===== src/rtl/adc_train_pkg.sv =====
// Shared definitions for the ADC lane delay trainer.
//   train_state_t : training FSM state encoding
//   PAT_*         : pattern-type codes understood by the lane pattern checker
package adc_train_pkg;

    typedef enum logic [2:0] {
        ST_IDLE,
        ST_LOAD,
        ST_SETTLE,
        ST_DWELL,
        ST_DRAIN,
        ST_EVAL,
        ST_CENTER,
        ST_FIN
    } train_state_t;

    localparam logic [3:0] PAT_ZERO    = 4'h0;
    localparam logic [3:0] PAT_ONES    = 4'h1;
    localparam logic [3:0] PAT_CHECKER = 4'h4;
    localparam logic [3:0] PAT_PN23    = 4'h5;
    localparam logic [3:0] PAT_PN9     = 4'h6;
    localparam logic [3:0] PAT_TOGGLE  = 4'h7;
    localparam logic [3:0] PAT_AAA     = 4'h9;
    localparam logic [3:0] PAT_SYNC    = 4'hA;

endpackage


===== src/rtl/eye_run_tracker.sv =====
// Tracks runs of error-free taps during a delay sweep and keeps the longest.
// Ports:
//   clk, reset   : clock, synchronous active-high reset
//   clear        : wipe all run state at the start of a sweep
//   eval         : one-cycle strobe, the current tap's result is valid
//   pass         : current tap was error-free
//   last         : current tap is the final tap of the sweep
//   tap          : tap being evaluated
//   best_start   : first tap of the longest error-free run so far
//   best_len     : length of that run (0 = no clean tap seen)
//   center       : middle tap of the best run
module eye_run_tracker
    import adc_train_pkg::*;
#(
    parameter int TAPW = 5
) (
    input  logic            clk,
    input  logic            reset,
    input  logic            clear,
    input  logic            eval,
    input  logic            pass,
    input  logic            last,
    input  logic [TAPW-1:0] tap,
    output logic [TAPW-1:0] best_start,
    output logic [TAPW:0]   best_len,
    output logic [TAPW-1:0] center
);

    localparam logic [TAPW:0] LEN_ONE = (TAPW+1)'(1);

    logic [TAPW-1:0] cur_start;
    logic [TAPW:0]   cur_len;
    logic [TAPW-1:0] run_start;
    logic [TAPW:0]   run_len;

    // The run as it stands once the current tap is folded in.
    always_comb begin
        run_start = cur_start;
        run_len   = cur_len;
        if (pass) begin
            if (cur_len == '0) begin
                run_start = tap;
            end
            run_len = cur_len + LEN_ONE;
        end
    end

    // A run closes on an errored tap or at the end of the sweep. Strict
    // greater-than keeps the earlier run when two runs are equally long.
    always_ff @(posedge clk) begin
        if (reset || clear) begin
            cur_start  <= '0;
            cur_len    <= '0;
            best_start <= '0;
            best_len   <= '0;
        end else if (eval) begin
            if (!pass || last) begin
                if (run_len > best_len) begin
                    best_start <= run_start;
                    best_len   <= run_len;
                end
                cur_len <= '0;
            end else begin
                cur_start <= run_start;
                cur_len   <= run_len;
            end
        end
    end

    // best_start + floor(best_len/2) never exceeds the last tap, so the
    // sum fits in TAPW bits without wrapping.
    assign center = best_start + best_len[TAPW:1];

endmodule


===== src/rtl/adc_delay_trainer.sv =====
// Per-lane ADC input-delay training controller. Sweeps every delay tap, runs
// the lane pattern checker for a fixed dwell at each one, then loads the
// centre of the longest error-free run of taps.
// Ports:
//   clk, reset    : ADC-domain clock, synchronous active-high reset
//   start         : one-cycle pulse, begin training (honoured only when idle)
//   chk_type      : pattern type for the checker (constant PATTERN)
//   chk_reset     : clears the checker error counter
//   chk_count     : checker count enable
//   chk_cnt       : checker saturating error counter
//   tap, tap_load : delay tap value and its one-cycle load strobe
//   busy, done    : training in progress / finished (done held until next start)
//   fail          : no error-free tap found, valid while done
//   eye_start     : first tap of the best run
//   eye_width     : length of the best run
module adc_delay_trainer
    import adc_train_pkg::*;
#(
    parameter int         TAPW    = 5,
    parameter int         SETTLE  = 16,
    parameter int         DWELL   = 1024,
    parameter int         DRAIN   = 3,
    parameter logic [3:0] PATTERN = PAT_PN9
) (
    input  logic            clk,
    input  logic            reset,
    input  logic            start,
    output logic [3:0]      chk_type,
    output logic            chk_reset,
    output logic            chk_count,
    input  logic [15:0]     chk_cnt,
    output logic [TAPW-1:0] tap,
    output logic            tap_load,
    output logic            busy,
    output logic            done,
    output logic            fail,
    output logic [TAPW-1:0] eye_start,
    output logic [TAPW:0]   eye_width
);

    localparam int TMAX = (DWELL > SETTLE) ? ((DWELL > DRAIN) ? DWELL : DRAIN)
                                           : ((SETTLE > DRAIN) ? SETTLE : DRAIN);
    localparam int TIMW = $clog2(TMAX + 1);

    localparam logic [TIMW-1:0] SETTLE_LAST = TIMW'(SETTLE - 1);
    localparam logic [TIMW-1:0] DWELL_LAST  = TIMW'(DWELL - 1);
    localparam logic [TIMW-1:0] DRAIN_LAST  = TIMW'(DRAIN - 1);
    localparam logic [TIMW-1:0] TIM_ONE     = TIMW'(1);
    localparam logic [TAPW-1:0] TAP_ONE     = TAPW'(1);

    train_state_t    state;
    logic [TIMW-1:0] timer;

    logic            trk_clear;
    logic            trk_eval;
    logic            tap_pass;
    logic            last_tap;
    logic [TAPW-1:0] best_start;
    logic [TAPW:0]   best_len;
    logic [TAPW-1:0] center_tap;

    assign chk_type  = PATTERN;
    assign trk_clear = (state == ST_IDLE) && start;
    assign trk_eval  = (state == ST_EVAL);
    assign tap_pass  = (chk_cnt == 16'h0000);
    assign last_tap  = &tap;

    eye_run_tracker #(
        .TAPW(TAPW)
    ) u_tracker (
        .clk       (clk),
        .reset     (reset),
        .clear     (trk_clear),
        .eval      (trk_eval),
        .pass      (tap_pass),
        .last      (last_tap),
        .tap       (tap),
        .best_start(best_start),
        .best_len  (best_len),
        .center    (center_tap)
    );

    // Training sequencer. Outputs are registered and set on the edge that
    // enters each state, so e.g. chk_count is high exactly while in DWELL.
    // The checker counter is held (chk_reset low) through DRAIN and EVAL so
    // the sampled count covers the whole dwell.
    always_ff @(posedge clk) begin
        if (reset) begin
            state     <= ST_IDLE;
            timer     <= '0;
            tap       <= '0;
            tap_load  <= 1'b0;
            chk_count <= 1'b0;
            chk_reset <= 1'b1;
            busy      <= 1'b0;
            done      <= 1'b0;
            fail      <= 1'b0;
            eye_start <= '0;
            eye_width <= '0;
        end else begin
            case (state)
                ST_IDLE: begin
                    chk_reset <= 1'b1;
                    chk_count <= 1'b0;
                    tap_load  <= 1'b0;
                    if (start) begin
                        tap      <= '0;
                        tap_load <= 1'b1;
                        busy     <= 1'b1;
                        done     <= 1'b0;
                        fail     <= 1'b0;
                        state    <= ST_LOAD;
                    end
                end
                ST_LOAD: begin
                    tap_load  <= 1'b0;
                    chk_reset <= 1'b1;
                    timer     <= SETTLE_LAST;
                    state     <= ST_SETTLE;
                end
                ST_SETTLE: begin
                    if (timer == '0) begin
                        chk_reset <= 1'b0;
                        chk_count <= 1'b1;
                        timer     <= DWELL_LAST;
                        state     <= ST_DWELL;
                    end else begin
                        timer <= timer - TIM_ONE;
                    end
                end
                ST_DWELL: begin
                    if (timer == '0) begin
                        chk_count <= 1'b0;
                        timer     <= DRAIN_LAST;
                        state     <= ST_DRAIN;
                    end else begin
                        timer <= timer - TIM_ONE;
                    end
                end
                ST_DRAIN: begin
                    if (timer == '0) begin
                        state <= ST_EVAL;
                    end else begin
                        timer <= timer - TIM_ONE;
                    end
                end
                ST_EVAL: begin
                    if (last_tap) begin
                        state <= ST_CENTER;
                    end else begin
                        tap       <= tap + TAP_ONE;
                        tap_load  <= 1'b1;
                        chk_reset <= 1'b1;
                        state     <= ST_LOAD;
                    end
                end
                ST_CENTER: begin
                    tap       <= (best_len == '0) ? '0 : center_tap;
                    fail      <= (best_len == '0);
                    eye_start <= best_start;
                    eye_width <= best_len;
                    tap_load  <= 1'b1;
                    state     <= ST_FIN;
                end
                ST_FIN: begin
                    tap_load  <= 1'b0;
                    chk_reset <= 1'b1;
                    busy      <= 1'b0;
                    done      <= 1'b1;
                    state     <= ST_IDLE;
                end
                default: begin
                    state <= ST_IDLE;
                end
            endcase
        end
    end

endmodule


===== config.mk =====
export PLATFORM = sky130hd
export DESIGN_NAME = adc_delay_trainer
export DESIGN_NICKNAME = d
export VERILOG_FILES = /design/src/rtl/adc_train_pkg.sv /design/src/rtl/eye_run_tracker.sv /design/src/rtl/adc_delay_trainer.sv
export SDC_FILE = /design/constraint.sdc
export NUM_CORES = 1
export LEC_CHECK = 0
export CAP_MARGIN = 40
export CELL_PAD_IN_SITES_DETAIL_PLACEMENT = 2
export CELL_PAD_IN_SITES_GLOBAL_PLACEMENT = 2
export CORE_MARGIN = 5
export CORE_UTILIZATION = 36
export DETAILED_ROUTE_END_ITERATION = 10
export PLACE_DENSITY_LB_ADDON = 0.05
export SETUP_SLACK_MARGIN = 0.2
export SLEW_MARGIN = 40
export SYNTH_ARGS = -nofsm -noshare
export SYNTH_HDL_FRONTEND = slang
export SYNTH_SLANG_ARGS = --single-unit

===== constraint.sdc =====
create_clock -name clk -period 6.4 [get_ports clk]
set_input_delay 1.28 -clock clk [delete_from_list [all_inputs] [get_ports clk]]
set_output_delay 1.28 -clock clk [all_outputs]
set_load 0.03 [all_outputs]

# [After elaboration in Yosys (flattened, before gate mapping)]
# Index checks and enable logic that the tools add are counted.
[totals] input_bits=19 wordCells=93 out_inout_bits=26 register_bits=58
[op_classes] n_reduce_logical=29 muxes=30 magnitude_cmp=1 n_bitwise=1 addsub=4 n_eq_ne=13
[ops] op="case mux 11 bit (4 select lines)" count=1
[ops] op="two-way mux 11 bit" count=3
[ops] op="two-way mux 5 bit" count=5
[ops] op="case mux 3 bit (8 select lines)" count=1
[ops] op="logical NOT 16 bit" count=1
[ops] op="two-way mux 3 bit" count=5
[ops] op="case mux 5 bit (3 select lines)" count=1
[ops] op="equality test 3 bit (second input constant)" count=4
[ops] op="logical NOT 6 bit" count=2
[ops] op="two-way mux 6 bit" count=2
[ops] op="inequality test 2 bit (second input constant)" count=6
[ops] op="AND reduction 3 bit" count=4
[ops] op="logical NOT 11 bit" count=1
[ops] op="subtractor 11 x 1 -> 11 bit (second input constant)" count=1
[ops] op="AND reduction 2 bit" count=5
[ops] op="nonzero test 3 bit" count=3
[ops] op="nonzero test 4 bit" count=2
[ops] op="adder 6 x 1 -> 6 bit (second input constant)" count=1
[ops] op="equality test 3 x 2 -> 1 bit (second input constant)" count=2
[ops] op="> comparator 6 bit" count=1
[ops] op="two-way mux 1 bit" count=6
[ops] op="case mux 1 bit (2 select lines)" count=3
[ops] op="case mux 1 bit (3 select lines)" count=2
[ops] op="adder 5 x 1 -> 5 bit (second input constant)" count=1
[ops] op="other kinds (13)" count=15

# [Depth between registers and ports, before layout]
# Gate-level depths: netlist of run 1.
[logic_depth] ltp_word=5 mapped_depth=13 mapped_depth_nobuf=11

# [Modules after synthesis]
# A second synthesis of run 1 with hierarchy kept.
[unflattened] cells_unflattened=427 area_unflattened_um2=3412.0
[modules_own_cells] module="adc_delay_trainer" area_each_um2=2009.4 cells_per_inst=263 n_inst=1 seq_area_each_um2=720.7
[modules_own_cells] module="eye_run_tracker" area_each_um2=1402.6 cells_per_inst=164 n_inst=1 seq_area_each_um2=440.4

# [Least setup slack after synthesis of run 1]
# Ideal clock, no wire load.
[synth_path] path_kind="input to register" from="in chk_cnt[13]" to="reg u_tracker.best_len[1]" t_arrival_ns=3.746 path_buffers=2 path_stages=13 slack_ns=2.528 setup_ns=0.126 cell_sequence="nor4_2 and4_1 buf_4 nand4_1 xor2_1 inv_1 ha_1 and4_1 a31oi_4 a21boi_4 o21a_1 buf_6 o31ai_1"
[synth_between] elab_chain_len=4 elab_cells_between_ends=6 cone_classes="order compare: 1; mux: 1; reduce/logical: 4"
[synth_lines] item="start, declared" line="adc_delay_trainer.sv:31" text="input logic [15:0] chk_cnt,"
[synth_lines] item="logical NOT 16 bit" line="adc_delay_trainer.sv:65" text="assign tap_pass = (chk_cnt == 16'h0000);"
[synth_lines] item="two-way mux 6 bit" line="eye_run_tracker.sv:40" text="if (pass) begin"
[synth_lines] item="via u_tracker.run_len[4]" line="eye_run_tracker.sv:34" text="logic [TAPW:0] run_len;"
[synth_lines] item="> comparator 6 bit" line="eye_run_tracker.sv:58" text="if (run_len > best_len) begin"
[synth_lines] item="AND reduction 3 bit (no line)"
[synth_lines] item="end signal, assigned" line="eye_run_tracker.sv:60" text="best_len <= run_len;"
[synth_lines] item="end, declared" line="eye_run_tracker.sv:25" text="output logic [TAPW:0] best_len,"
# The timed path passes the listed nets, and every way through them passes these cells.
# A chain may end at the register's enable or synchronous reset.

# [Worst setup path after layout of run 1]
[layout_path] from="in chk_cnt[5]" to="reg u_tracker.best_len[1]"
# Same word-level chain as after synthesis.

==> flow_summary.yaml, run 1 <==
run_status:
  status: "finished, final reports clean"
critical_path:
  cpPeakStageDelay_ns: 0.61
  path_class: "input pin to flop"
  reg2reg_slack_ns: 3.50
  reg2reg_from: "u_tracker.cur_len[1]"
  crit_top_cell: "and4_1"
  crit_required_ns: 6.62
  worstPathArrival_ns: 4.84
  r2r_end: "u_tracker.best_len[1]"
  path_buf_inv: 2
  cp-start-kind: "input pin"
  critical-path-top-delay-family: "simple AND/OR/NAND/NOR gates"
  cp_num_cells: 12
  cp_max_fo: 11
  r2r_cells: 10
  worst_setup_path_end_kind: "flop"
  path_cells: "clkdlybuf4s50_1 > nor4_2 > and4_1 > nand4_1 > xor2_1 > inv_1 > ha_1 > and4_1 > a31oi_4 > a21boi_4 > o21a_1 > o31ai_1"
  slowest_stage: "and4_1"
route:
  m1WireLength_um: 4820
  first_pass_iters: 4
  avgRoutedWirePerCell_um: 19.5
  drc: 0
  wl_met2_um: 6200
  ant_nets: 0
  met3WireLength_um: 217
  routed_wl_um: 11400
  num_vias: 3255
  via_per_inst: 5.59
  dr.first_iter.drc_count: 150
  top_layer: "met4"
clock_network:
  cts_resized: 0
  cts_tree: "yes"
  clock-sinks: 58
  cts_setup_buffers: 0
  hold_buffers: 0
  cts-root-buf: "clkbuf_8"
  cts_buffer_depth: 2
  cts_buffers: 9
  insertion_delay_ns: 0.35
  cts_htree_levels: 3
  clkTransAtPathRegs_ns: 0.07
die:
  rows: 36
  dieArea_um2: 11800
  fp.dieW_um: 109
  ios: 45
  core_um2: 9640
  die_h_um: 109
  initial_utilization: 0.363
timing:
  fin_skew_ns: 0.00976
  max_freq_mhz: 216
  rsz0062_at_grt: "false"
  finalCritPeriodShare: 0.723
  finalSetupViolCount: 0
  setup_tns_ns: 0
  relSlewSlack: 0.633
  period_minus_slack_ns: 4.63
  finalHoldViolCount: 0
  worstMarginPinSlew_ns: 0.551
  maxSlewViolCount: 0
global_routing:
  grt_overflow: 0
  grt.total_usage: 0.203
  grt_pass1_vias: 3570
  grt_max_degree: 35
  grt_pass1_wl_um: 18700
  antenna_found_initial: 0
worst_hold_path:
  hold_end: "u_tracker.cur_start[2]"
  hp-class: "flop to flop"
  min-delay-start: "u_tracker.cur_start[2]"
  hold_depth: 2
power:
  peakVddDrop_v: 0.000104
  total_leakage_power_nw: 1.63
  powerDensity_nw_per_um2: 260
placed_design:
  place.detailed.hpwl_um: 8290
  io_buffers: 40
  postPlaceCellArea_um2: 3960
  globalplace.congestion: 0.814
run:
  maxCapViolCount: 0
synth:
  yosysSeqAreaShare: 0.332
  async_flop_share: 0
  ys_seq_elements: 58
  synthesis.area_um2: 3500
  synth_top_cell_area_share: 0.332
  ys.flop_type: "dfxtp_1"
  syn_inst: 413
  synth-edff-count: 0
  yosysWarningCount: 0
  ys_top_cells_by_area: "dfxtp_1 33%, ha_1 5.7%, nor2_1 4.5%, a21oi_1 4.4%, nand3_1 3.1%"
  avgSynthCellArea_um2: 8.48
  yosys.area.top_type: "dfxtp_1"
  yosysUniqueCellTypes: 70
layout:
  syn2layout_area_growth_pct: 20.2
  nets: 480
  stdcell_area_um2: 4210
  drive_gt1_frac: 0.0913
  antennaDiodeCount: 0
## through the flow
stage | total power [mW] | hold WS (ns) | instances | utilization | setup WS [ns]
after global routing | 1.16 | 0.485 | 582 | 0.437 | 1.49
after CTS | 1.11 | 0.457 | 582 | 0.437 | 1.75
final | 1.10 | 0.454 | 582 | 0.437 | 1.77
after floorplan | 0.602 | 0.425 | 415 | - | 2.53
after detailed placement | 0.673 | 0.448 | 566 | 0.411 | 1.40
after global placement | 0.664 | 0.436 | 565 | 0.410 | 1.55
## layer usage
layer | track usage | vias to the layer above
met5 | 0 | -
met4 | 0.0541 | 0
met3 | 0.0326 | 9
met2 | 0.383 | 27
met1 | 0.236 | 1644
li1 | - | 1575
## worst max path at each step
| stage | start | to | slack, ns |
|---|---|---|---|
| 5_1_grt | chk_cnt[13] | u_tracker.best_len[4] | 1.49 |
| 4_1_cts | chk_cnt[5] | u_tracker.best_len[1] | 1.75 |
| 2_1_floorplan | chk_cnt[13] | u_tracker.best_len[1] | 2.53 |
| 3_5_place_dp | chk_cnt[13] | u_tracker.best_len[1] | 1.40 |
| 6_report | chk_cnt[5] | u_tracker.best_len[1] | 1.77 |
| 3_3_place_gp | chk_cnt[5] | u_tracker.best_len[1] | 1.55 |
## registers in the layout, summed over array words and instances, names as in the netlist, 3 cells and up
signal,count
timer,11
u_tracker.best_start,5
state,3
eye_start,5
tap,5
u_tracker.best_len,6
u_tracker.cur_len,6
eye_width,6
u_tracker.cur_start,5
## cells in the mapped netlist (3+ instances only)
cell        n
clkbuf_1   10
buf_4       6
ha_1       16
a221oi_1    4
nand4_1     4
a31oi_1     4
a21oi_1    31
nand2_1    23
nand3_1    22
nand3b_1    3
or3_1       7
o21ai_1     9
o2111ai_1   8
nor2_1     42
a211oi_1    5
nor3_2      4
nor2b_1     7
buf_2       8
a21o_1      9
o31ai_1     3
nor3_1      9
dfxtp_1    58
inv_1      20
xnor2_1     5
o211a_1     8
o21a_1      3
o21ai_0    17
nor3b_1     4
nor4_2      4
mux2i_1     6
o311ai_0    3
## where the power goes
part / internal [mW] / switching, mW / total [mW] / leakage [nW]
Combinational: 0.0935 / 0.156 / 0.250 / 1.04
Sequential: 0.381 / 0.0370 / 0.418 / 0.471
Clock: 0.270 / 0.157 / 0.428 / 0.121
## logic make-up after synthesis
kind of cell | count (synthesis) | synth area share
AOI/OAI and AO/OA | 124 | 0.252
xor gates and xnor gates | 7 | 0.0175
adders and majority gates | 17 | 0.0629
buffers and inverters | 48 | 0.0664
DFF | 58 | 0.332
muxes | 7 | 0.0204
other | 2 | 0.00214
and+or+nand+nor | 150 | 0.247
## worst reg2reg max path: stages (launching register included)
cell	delay, ns
dfxtp_1	0.41
ha_1	0.27
nand4_1	0.14
xor2_1	0.30
inv_1	0.08
ha_1	0.29
and4_1	0.22
a31oi_4	0.20
a21boi_4	0.33
o21a_1	0.41
o31ai_1	0.13
## cells in the final DEF (no fill, tap or decap), drive strengths merged, types with 7 or more instances in the layout
cell           netlist  final
a21o                 9      9
a21oi               31     31
clkbuf              11     12
clkdlybuf4s50        0     40
dfxtp               58     58
ha                  16     16
inv                 20     20
nand2               23     23
nand3               23     23
nor2                42     42
nor2b                7      7
nor3                14     14
nor4                 7      7
o2111ai              8      8
o211a                8      8
o21ai               27     27
or3                  7      7
## layout make-up
cell class	instances	area (µm²)
Clock buffer	12	145
Clock inverter	4	98.8
Fill cell	1093	5430
Inverter	20	75.1
Multi-Input combinational cell	309	2120
Sequential cell	58	1160
Tap cell	133	166
Timing Repair Buffer	46	445
Power figures use the tool's default switching activity.
==> inputs of run 2 (changes only) <==
--- a/config.mk
+++ b/config.mk
@@ -9,7 +9,7 @@
 export CELL_PAD_IN_SITES_DETAIL_PLACEMENT = 2
 export CELL_PAD_IN_SITES_GLOBAL_PLACEMENT = 2
 export CORE_MARGIN = 5
-export CORE_UTILIZATION = 36
+export CORE_UTILIZATION = 33
 export DETAILED_ROUTE_END_ITERATION = 10
 export PLACE_DENSITY_LB_ADDON = 0.05
 export SETUP_SLACK_MARGIN = 0.2
==> constraint.sdc (replaced) <==
create_clock -name clk -period 4.8 [get_ports clk]
set_input_delay 0.96 -clock clk [delete_from_list [all_inputs] [get_ports clk]]
set_output_delay 0.96 -clock clk [all_outputs]
set_load 0.03 [all_outputs]
==> run 2 against run 1 <==
  * Setup slack worse by 1.1 ns
  * Sequential power increased by 33%
  * Utilization decreased by 2.6 points
  * Sequential share of layout area down 0.20 points
  * Power up 34%
  * Clock skew fell by 0.0025 ns
  * Register-to-register slack worse by 1.7 ns
  * Global-route usage fell by 2.1 points
  * Final cell count is 0.86% higher
  * Via count fell by 0.49%
  * Wire length decreased by 2.6%
  * Combinational power increased by 32%
  * Critical endpoint is now u_tracker.best_start[3]
  * Highest routed layer unchanged
==> flow_summary.yaml, run 2 (synthesized netlist as in run 1, its figures left out) <==
critical_path:
  cpPeakStageDelay_ns: 0.45
  cp-start-kind: "input pin"
  slowest_stage: "and4_1"
  path_class: "input pin to flop"
  path_cells: "clkdlybuf4s50_1 > nor4_2 > and4_1 > nand4_1 > xor2_1 > inv_1 > ha_1 > and4_1 > a31oi_4 > a21boi_4 > o21a_1 > o211a_1"
  cp_max_fo: 11
  crit_top_cell: "and4_1"
  crit_required_ns: 5.09
  worst_setup_path_end_kind: "flop"
  worstPathArrival_ns: 4.45
route:
  drc: 0
  ant_nets: 0
  first_pass_iters: 4
  via_per_inst: 5.52
  avgRoutedWirePerCell_um: 18.8
  num_vias: 3239
  dr.first_iter.drc_count: 109
  routed_wl_um: 11100
layout:
  regMostFlops: "timer"
  largest_register_ffs: 11
  layout_commonest_cell: "dfxtp_1"
  syn2layout_area_growth_pct: 20.9
  final_cell_mix: "58 x dfxtp_1, 42 x nor2_1, 40 x clkdlybuf4s50_1"
  antennaDiodeCount: 0
  fin_util: 0.410
  drive_gt1_frac: 0.0998
  nets: 482
  stdcell_area_um2: 4240
clock_network:
  cts_tree: "yes"
  clkTransAtPathRegs_ns: 0.08
  clock-sinks: 58
  cts_resized: 0
  insertion_delay_ns: 0.35
  cts_buffer_depth: 2
  cts_setup_buffers: 0
  cts_htree_levels: 3
  hold_buffers: 0
  cts_buffers: 9
  cts-root-buf: "clkbuf_8"
timing:
  max_freq_mhz: 240
  maxSlewViolCount: 0
  rsz0062_at_grt: "false"
  worstMarginPinSlew_ns: 0.791
  finalHoldViolCount: 0
  finalSetupViolCount: 0
  period_minus_slack_ns: 4.16
  relSlewSlack: 0.472
  fin_skew_ns: 0.00721
  finalCritPeriodShare: 0.867
  setup_tns_ns: 0
placed_design:
  globalplace.congestion: 0.785
  postPlaceCellArea_um2: 3980
  io_buffers: 40
  place.detailed.hpwl_um: 8370
global_routing:
  grt.total_usage: 0.182
  antenna_found_initial: 0
  grt_max_degree: 31
  grt_overflow: 0
  grt_pass1_wl_um: 18700
  grt_pass1_vias: 3566
run:
  maxCapViolCount: 0
die:
  dieArea_um2: 12800
  fp.dieW_um: 113
  die_h_um: 113
  ios: 45
  initial_utilization: 0.339
  rows: 37
  core_um2: 10300
power:
  total_leakage_power_nw: 1.64
  powerDensity_nw_per_um2: 346
  peakVddDrop_v: 0.000127
run_status:
  status: "finished, final reports clean"
worst_hold_path:
  hp-class: "flop to flop"
-- run 2: changes by cell type in the layout (fill, tap and decap cells not counted) --
cell      change
inv_6         +1
dfxtp_2       -1
dfxtp_1       +1
clkbuf_1      -2
clkbuf_8      -1
buf_4         +2
a21oi_2       +1
a21oi_1       -1
clkinv_4      +2
-- run 2: final cells by class --
cell class / count / area, µm²
clock buffers: 9 / 124
clock inverters: 7 / 125
fillers: 1164 / 6090
inverters: 20 / 75.1
multi-input cells: 309 / 2120
flip-flops and latches: 58 / 1160
well taps: 136 / 170
repair buffers: 48 / 460
-- run 2: stage by stage --
step,power (mW),hold slack (ns),setup slack [ns],cells
floorplan,0.803,0.425,1.25,415
global placement,0.890,0.437,0.312,571
detailed placement,0.900,0.447,0.258,571
CTS,1.48,0.465,0.588,587
global route,1.54,0.488,0.390,587
finish,1.46,0.466,0.638,587
-- run 2: report_power, final --
part / total (mW) / switching (mW) / internal, mW
combinational: 0.330 / 0.205 / 0.125
clock: 0.577 / 0.228 / 0.349
sequential: 0.556 / 0.0485 / 0.508
total: 1.46 / 0.482 / 0.982
-- run 2: path summary, 6_finish.rpt --
kind                                from                       to  depth (start not counted)  slack, ns
setup / recovery              chk_cnt[5]  u_tracker.best_start[3]                         12       0.64
hold / removal    u_tracker.cur_start[2]   u_tracker.cur_start[2]                          2       0.47
setup reg to reg    u_tracker.cur_len[0]  u_tracker.best_start[3]                          9       1.84
hold reg to reg   u_tracker.cur_start[2]   u_tracker.cur_start[2]                          2       0.47
-- run 2: worst max-delay path: cells and delay by family --
family	cells	cell delay [ns]
compound gates	4	1.19
simple gates	4	1.20
buf+inv	2	0.50
xor+xnor	1	0.30
fa+ha+maj	1	0.29
-- run 2: metal layers --
metal  routed length, µm  share of wire  vias up  track usage
met5                   0              0        -            0
met4                 165          0.015        0       0.0577
met3                 146          0.013       13       0.0289
met2                5790           0.52       24        0.327
met1                4950           0.45     1619        0.223
li1                    -              -     1583            -
